===== src/rtl/regfile_wr_sched.sv =====
// regfile_wr_sched: round-robin scheduler for the register file write port, with a register clear sequence
module regfile_wr_sched #(
    parameter int DATA_W = 16,
    parameter int ADDR_W = 3
) (
    input  logic              Clk,
    input  logic              Reset_n,
    input  logic [1:0]        req_valid,
    output logic [1:0]        req_ready,
    input  logic [ADDR_W-1:0] req_addr0,
    input  logic [DATA_W-1:0] req_data0,
    input  logic [ADDR_W-1:0] req_addr1,
    input  logic [DATA_W-1:0] req_data1,
    input  logic              clr_start,
    output logic              clr_busy,
    output logic              clr_done,
    output logic              ldreg,
    output logic [ADDR_W-1:0] drmux,
    output logic [DATA_W-1:0] wr_bus,
    output logic              last_gnt
);
    typedef enum logic [1:0] {IDLE, CLEAR, DONE} state_t;
    state_t state, state_nx;
    logic rr, rr_nx, accept, start, clr_more, clr_last;
    logic ldreg_nx, clr_busy_nx, clr_done_nx, last_gnt_nx;
    logic [ADDR_W-1:0] cnt, cnt_nx, drmux_nx;
    logic [DATA_W-1:0] wr_bus_nx;

    // A pending clr_start blocks arbitration so clear always wins the collision
    assign req_ready[0] = state == IDLE && !clr_start && req_valid[0] && (!req_valid[1] || !rr);
    assign req_ready[1] = state == IDLE && !clr_start && req_valid[1] && (!req_valid[0] || rr);
    assign accept   = |req_ready;
    assign start    = state == IDLE && clr_start;
    assign clr_last = state == CLEAR && &cnt;
    assign clr_more = state == CLEAR && !(&cnt);

    always_ff @(posedge Clk or negedge Reset_n) begin
        if (!Reset_n) begin
            state    <= IDLE;
            rr       <= 1'b0;
            cnt      <= '0;
            ldreg    <= 1'b0;
            drmux    <= '0;
            wr_bus   <= '0;
            clr_busy <= 1'b0;
            clr_done <= 1'b0;
            last_gnt <= 1'b0;
        end else begin
            state    <= state_nx;
            rr       <= rr_nx;
            cnt      <= cnt_nx;
            ldreg    <= ldreg_nx;
            drmux    <= drmux_nx;
            wr_bus   <= wr_bus_nx;
            clr_busy <= clr_busy_nx;
            clr_done <= clr_done_nx;
            last_gnt <= last_gnt_nx;
        end
    end

    always_comb begin
        state_nx = state == IDLE ? (clr_start ? CLEAR : IDLE) :
                   state == CLEAR ? (&cnt ? DONE : CLEAR) : IDLE;
    end

    // cnt holds the index currently on drmux while clearing
    always_comb begin
        cnt_nx      = state == CLEAR ? cnt + 1'b1 : '0;
        ldreg_nx    = start || accept || clr_more;
        clr_busy_nx = start || clr_more;
        clr_done_nx = clr_last;
        drmux_nx    = start ? '0 : clr_more ? cnt + 1'b1 :
                      accept ? (req_ready[1] ? req_addr1 : req_addr0) : drmux;
        wr_bus_nx   = start ? '0 : accept ? (req_ready[1] ? req_data1 : req_data0) : wr_bus;
        rr_nx       = accept ? req_ready[0] : rr;
        last_gnt_nx = accept ? req_ready[1] : last_gnt;
    end
endmodule

===== config.mk =====
export PLATFORM = sky130hd
export DESIGN_NAME = regfile_wr_sched
export DESIGN_NICKNAME = d
export VERILOG_FILES = /design/src/rtl/regfile_wr_sched.sv
export SDC_FILE = /design/constraint.sdc
export NUM_CORES = 1
export LEC_CHECK = 0
export CORE_MARGIN = 4
export CORE_UTILIZATION = 58
export CTS_BUF_LIST = sky130_fd_sc_hd__clkbuf_8
export DETAILED_ROUTE_END_ITERATION = 8
export DONT_BUFFER_PORTS = 1
export PLACE_DENSITY_LB_ADDON = 0.1
export SYNTH_ARGS = -nofsm -noshare
export SYNTH_HDL_FRONTEND = slang
export SYNTH_SLANG_ARGS = --single-unit

===== constraint.sdc =====
create_clock -name Clk -period 4.4 [get_ports Clk]
set_input_delay 0.22 -clock Clk [delete_from_list [all_inputs] [get_ports Clk]]
set_output_delay 0.22 -clock Clk [all_outputs]
set_load 0.05 [all_outputs]

==> summary.md, run 1 <==
| Metric | Value |
|---|---|
| Status | finished clean |
| Reg-to-Reg Start | state[0] |
| Vias per cell | 6.12 |
| Share of layout cells above drive strength 1 | 8.82% |
| Hold Path Class | in -> reg |
| Worst path cell trace | nor3_1 -> nand3b_1 -> inv_1 |
| Crit path arrival time | 2.75 ns |
| Max-Cap Viols | 0 |
| Setup TNS | 0 ns |
| Synthesized area | 1370 um^2 |
| Residual overflow from global routing | 0 |
| Synth Instances | 132 |
| Switching share of power | 53.3% |
| Top cell type's share of synthesized area | 53.0% |
| Pint | 0.000643 W |
| Register area share after synthesis | 53.0% |
| I/O Buffers | 0 |
| Fin crit period | 2.97 ns |
| Critical-path top delay cell | nand3b_1 |
| #FFs+latches synth | 29 |
| Final Setup Violations | 0 |
| Final estimated routing congestion in global placement | 0.715 |
| DIE AREA | 3200 um^2 |
| Register area | 726 um^2 |
| Multi-input gate area | 607 um^2 |
| Num CTS Buffers | 5 |
| Avg WL per Cell | 17.6 um |
| Initial core utilization | 61.3% |
| Final hold violations | 0 |
| Worst Path Required | 4.18 ns |
| Crit path kind | reg -> out |
| Gate power share | 23.2% |
| Clock Path Buffers | 2 |
| Number of enable flip-flop cells after synthesis | 0 |
| Syn Nets | 177 |
| Critical Path Fanout Max | 22 |
| Period utilization | 67.5% |
| TritonCTS clock tree | yes |
| Final HPWL from detailed placement | 2.12 mm |
| Worst skew pair latency | 0.27 ns |
| Cell taking the most area after synthesis | dfrtp_1 |
| DRT Pass-1 Iters | 4 |
| Worst Setup Start Kind | flop |
| Total Routing Usage GR | 18.5% |
| Design area | 1500 um^2 |
| Register-to-Register Path Depth | 4 |
| RSZ-0062 raised after global routing | false |
| Num rows | 17 |
| Most frequent cell after synthesis | dfrtp_1 |
| Max-slew violation count | 0 |
| Slew headroom | 20.3% |
| Worst R2R End | drmux[1] |
| Unique masters post-synth | 24 |
| Net Sw Power | 0.000734 W |
| Area of the core | 2230 um^2 |
| Pin count of the biggest net entering global routing | 33 |
| Initial antenna violation count | 0 |
| Post-Route WL | 2.88 mm |
| Die Y-Extent | 56.6 um |
| Largest cells by area after synthesis | dfrtp_1 (53%), mux2i_1 (12%), o21ai_0 (6.2%), nand3_1 (5.8%), nand2_1 (2.2%) |
| 1st-iter DRT viols | 27 |
| Setup bufs post-CTS | 0 |
| Number of global-route vias before repair | 963 |
| CTS sink cnt | 29 |
| Root Buffer | clkbuf_8 |
| Antenna fix cells | 0 |
| Flop2flop setup slack | 1.92 ns |
| Die Wd | 56.6 um |
| Max Freq | 337 MHz |
| Fraction of registers with async set/reset | 100% |
| Synthesis-to-finish area growth | 9.13% |
| PD cells | 921 nW/um^2 |
| Hold endpoint | wr_bus[12] |
| Synth Area per Inst | 10.4 um^2 |
| Hold_sp | req_data1[12] |
| Static Leak | 0.767 nW |
| Fin nets | 180 |
| Main synth FF type | dfrtp_1 |
| YS warnings | 0 |
| Vias | 1004 |
| Largest stage delay on the critical path | 0.91 ns |
| # H-tree levels | 2 |
| Post-DRT Antenna Nets | 0 |
| Kind of end point of the critical path | output port |
| Clk pwr share | 15.1% |
| Global-route wire length before repair | 4.62 mm |
| DRC Markers | 0 |
| Top Ports | 68 |
| Filler cells | 178 |
| Post-DP Area | 1380 um^2 |
| Peak supply drop | 0.000461 V |
| Transition time of the tightest slew-check pin | 1.19 ns |
| Clock skew | 0.00471 ns |
| Worst-path clk slew | 0.07 ns |
| Power share of the sequential group | 61.7% |
| Synth cell count leaders | dfrtp_1 (29), o21ai_0 (17), mux2i_1 (16), nand3_1 (16), nand2_1 (8) |
| Hold path cells | 2 |
==> power groups by stage <==
| stage | logic (W) | registers, W | clock network, W |
|---|---|---|---|
| floorplan | 0.000267 | 0.000827 | 0 |
| global placement | 0.000299 | 0.000851 | 0 |
| detailed placement | 0.000315 | 0.000857 | 0 |
| CTS | 0.000323 | 0.000852 | 0.000214 |
| global route | 0.000363 | 0.000866 | 0.000233 |
| finish | 0.000319 | 0.000849 | 0.000208 |
==> final cells by class <==
| class | count | area share [%] |
|---|---|---|
| multi-input combinational | 94 | 40.6 |
| tap | 28 | 2.34 |
| inverter | 3 | 0.753 |
| sequential | 29 | 48.5 |
| clock buffer | 5 | 4.60 |
| timing repair buffer | 2 | 2.01 |
| clock inverter | 3 | 1.17 |
==> layer usage <==
metal | vias up | wire, um | GRT usage (%)
met1 | 481 | 1200 | 23.2
li1 | 475 | - | -
met3 | 0 | 286 | 8.97
met4 | 0 | 0 | 3.05
met2 | 48 | 1390 | 29.2
met5 | - | 0 | 0
==> timing repair <==
| action | CTS | global route |
|---|---|---|
| setup endpoints to repair | 0 | 0 |
| gates resized for setup | 0 | 0 |
| hold buffers | 2 | 0 |
| hold endpoints to repair | 29 | 0 |
==> registers in the layout, summed over array words and instances (netlist names) <==
signal and count:
wr_bus 16, rr 1, last_gnt 1, state 2, clr_done 1, ldreg 1, cnt 3, clr_busy 1
drmux 3
==> cell families (layout without fill, tap and decap cells) <==
kind of cell             after synthesis  after routing  share of synthesized area [%]
AO/OA/AOI/OAI                         30             30                           13.5
adder cells (fa/ha/maj)                2              2                           1.83
buffers and inverters                  9             13                           3.01
flip-flops                            29             29                           53.0
multiplexers                          16             16                           11.7
AND/OR/NAND/NOR                       46             46                           17.0
==> placed cells by master, fill, tap and decap left out, types with 3 or more instances in the layout <==
cell type,netlist,layout
dfrtp_1,29,29
o21ai_0,17,17
mux2i_1,16,16
nand3_1,16,16
nand2_1,8,8
nor2_1,7,7
clkbuf_8,0,5
nor3_1,4,4
and2_1,4,4
inv_1,3,3
a211oi_1,3,3
o21ai_1,4,3
==> critical path: cells and delay by family, from the launching register on <==
kind                   cells  cell delay (ns)
and+or+nand+nor            2             1.31
DFF                        1             0.44
buffers and inverters      1             0.72
==> worst max path at each step <==
| stage | from | to | slack, ns | cells after the start |
|---|---|---|---|---|
| 2_1_floorplan | cnt[0] | drmux[0] | 2.76 | 6 |
| 3_3_place_gp | state[0] | req_ready[1] | 1.87 | 3 |
| 3_5_place_dp | state[0] | req_ready[1] | 1.74 | 3 |
| 4_1_cts | state[0] | req_ready[1] | 1.43 | 3 |
| 5_1_grt | state[0] | req_ready[1] | 1.22 | 3 |
| 6_report | state[0] | req_ready[1] | 1.43 | 3 |
==> metrics by stage <==
stage | power, W | hold WS [ns] | worst slack [ns] | utilization (%) | instances
2_1_floorplan | 0.00109 | -0.0756 | 2.76 | - | 132
3_3_place_gp | 0.00115 | -0.0750 | 1.87 | 61.7 | 154
3_5_place_dp | 0.00117 | -0.0749 | 1.74 | 61.7 | 154
4_1_cts | 0.00139 | 0.144 | 1.43 | 66.9 | 164
5_1_grt | 0.00146 | 0.152 | 1.22 | 66.9 | 164
6_report | 0.00138 | 0.147 | 1.43 | 66.9 | 164
(Power assumes the default switching activity.)
==> inputs of run 2 (changes only) <==
clock period = 2.8 ns   (was 4.4 ns; I/O delays follow)
==> summary.md, run 2 (synthesis gave the netlist of run 1 again) <==
| Metric | Value |
|---|---|
| DR WL met3 | 282 um |
| Metal2 WL | 1.42 mm |
| CTS sink cnt | 29 |
| Clock Path Buffers | 2 |
| Slew headroom | 29.5% |
| Final core occ | 67.6% |
| Filler cells | 177 |
| Crit path arrival time | 1.79 ns |
| Global-route wire length before repair | 4.81 mm |
| Transition time of the tightest slew-check pin | 1.06 ns |
| Final hold violations | 0 |
| Met1 wire length | 1.20 mm |
| Worst path cell trace | nor3_1 -> nand3b_1 -> buf_4 -> inv_1 -> buf_4 |
| Area of the core | 2230 um^2 |
| DRC Markers | 0 |
| Initial core utilization | 61.3% |
| # resized after CTS | 0 |
| Avg WL per Cell | 17.9 um |
| Post-place setup slack | 1.04 ns |
| TritonCTS clock tree | yes |
| Number of global-route vias before repair | 1007 |
| Largest Register | wr_bus |
| Fin nets | 182 |
| Period utilization | 68.8% |
| I/O Buffers | 0 |
| Initial antenna violation count | 0 |
| DRT Pass-1 Iters | 4 |
| Max-slew violation count | 0 |
| Root Buffer | clkbuf_8 |
| PD cells | 1440 nW/um^2 |
| Worst Path Required | 2.66 ns |
| Clock skew | 0.00292 ns |
| Worst-path clk slew | 0.06 ns |
| Final HPWL from detailed placement | 2.13 mm |
| Post-DRT Antenna Nets | 0 |
| Number of flip-flops in the largest register | 16 |
| Num CTS Buffers | 5 |
| Max-Cap Viols | 0 |
| DP Cell Count | 156 |
| Final Setup Violations | 0 |
| Fin crit period | 1.93 ns |
| Largest stage delay on the critical path | 0.43 ns |
| Setup TNS | 0 ns |
| Die Wd | 56.6 um |
| Register area | 726 um^2 |
| Die Y-Extent | 56.6 um |
| CP bufs+invs | 3 |
| Critical-path top delay cell | dfrtp_1 |
| Most frequent cells in the layout | dfrtp_1 (29), o21ai_0 (17), mux2i_1 (16), nand3_1 (16), nand2_1 (8) |
| Vias | 988 |
| Kind of end point of the critical path | output port |
| Final estimated routing congestion in global placement | 0.845 |
| RSZ-0062 raised after global routing | false |
| Post-Layout Cell Count | 165 |
| Post-Route WL | 2.95 mm |
| DIE AREA | 3200 um^2 |
| Status | finished clean |
| Synthesis-to-finish area growth | 10.2% |
| Multi-input gate area | 607 um^2 |
| Commonest non-fill, non-tap cell in the layout | dfrtp_1 |
| Vias per cell | 5.99 |
| Antenna fix cells | 0 |
| Residual overflow from global routing | 0 |
| Top flop regs | wr_bus: 16 flops, cnt: 3 flops, drmux: 3 flops |
| Static Leak | 0.782 nW |
| Worst Setup Start Kind | flop |
| 1st-iter DRT viols | 24 |
| Max layer used | met4 |
| Pin count of the biggest net entering global routing | 33 |
| Hold Path Class | in -> reg |
| Most common cell on crit path | buf_4 |
| Peak supply drop | 0.000838 V |
| Critical Path Fanout Max | 19 |
| Worst skew pair latency | 0.27 ns |
| Top Ports | 68 |
| Total Routing Usage GR | 19.2% |
| Top Family by Delay on Critical Path | buffers and inverters |
| Max Freq | 519 MHz |
| Crit path kind | reg -> out |
| Fin worst setup slack | 0.874 ns |
| Share of layout cells above drive strength 1 | 8.76% |
| # H-tree levels | 2 |
| Num rows | 17 |
[run 2: cell count changes in the layout (fill, tap and decap cells not counted)]
cell	change
inv_1	+1
clkbuf_8	+1
buf_4	+2
clkinvlp_4	-1
clkinv_2	-2
[run 2: path summary, 6_finish.rpt]
kind,endpoint,cells past startpoint,slack [ns],start
worst max register to register,drmux[0],6,1.03,cnt[0]
max in group asynchronous,wr_bus[4],2,2.32,Reset_n
worst min register to register,cnt[0],1,0.47,cnt[0]
worst max-delay path,req_ready[1],5,0.87,state[0]
min in group asynchronous,clr_done,2,0.32,Reset_n
worst min-delay path,drmux[0],2,0.08,clr_start
[run 2: final cells by class]
cell class | instances | area share [%]
clock buffers | 6 | 5.47
clock inverters | 1 | 0.249
inverters | 3 | 0.746
multi-input cells | 94 | 40.2
flip-flops and latches | 29 | 48.1
well taps | 28 | 2.32
repair buffers | 4 | 2.98
[run 2: repair_timing]
action                                 in CTS  in global routing
hold buffers                                2                  0
endpoints found under the hold margin      29                  0
buffers inserted                            0                  0
[run 2: routing by layer]
metal / GRT usage, % / vias up
met5: 0 / -
met4: 7.12 / 0
met3: 7.36 / 6
met2: 30.5 / 51
met1: 23.6 / 453
li1: - / 478
[run 2: metrics by stage]
| step | power (W) | hold WS (ns) | cell area [um^2] |
|---|---|---|---|
| after floorplan | 0.00172 | -0.156 | 1370 |
| after global placement | 0.00181 | -0.155 | 1390 |
| after detailed placement | 0.00185 | -0.155 | 1390 |
| after CTS | 0.00219 | 0.0690 | 1510 |
| after global routing | 0.00231 | 0.0739 | 1510 |
| final | 0.00217 | 0.0751 | 1510 |
[run 2: where the power goes]
group | total (W) | switching (W) | leakage (nW) | internal (W)
registers | 0.00133 | 0.000712 | 0.363 | 0.000615
clock network | 0.000328 | 0.000138 | 0.0485 | 0.000191
logic | 0.000514 | 0.000287 | 0.370 | 0.000227
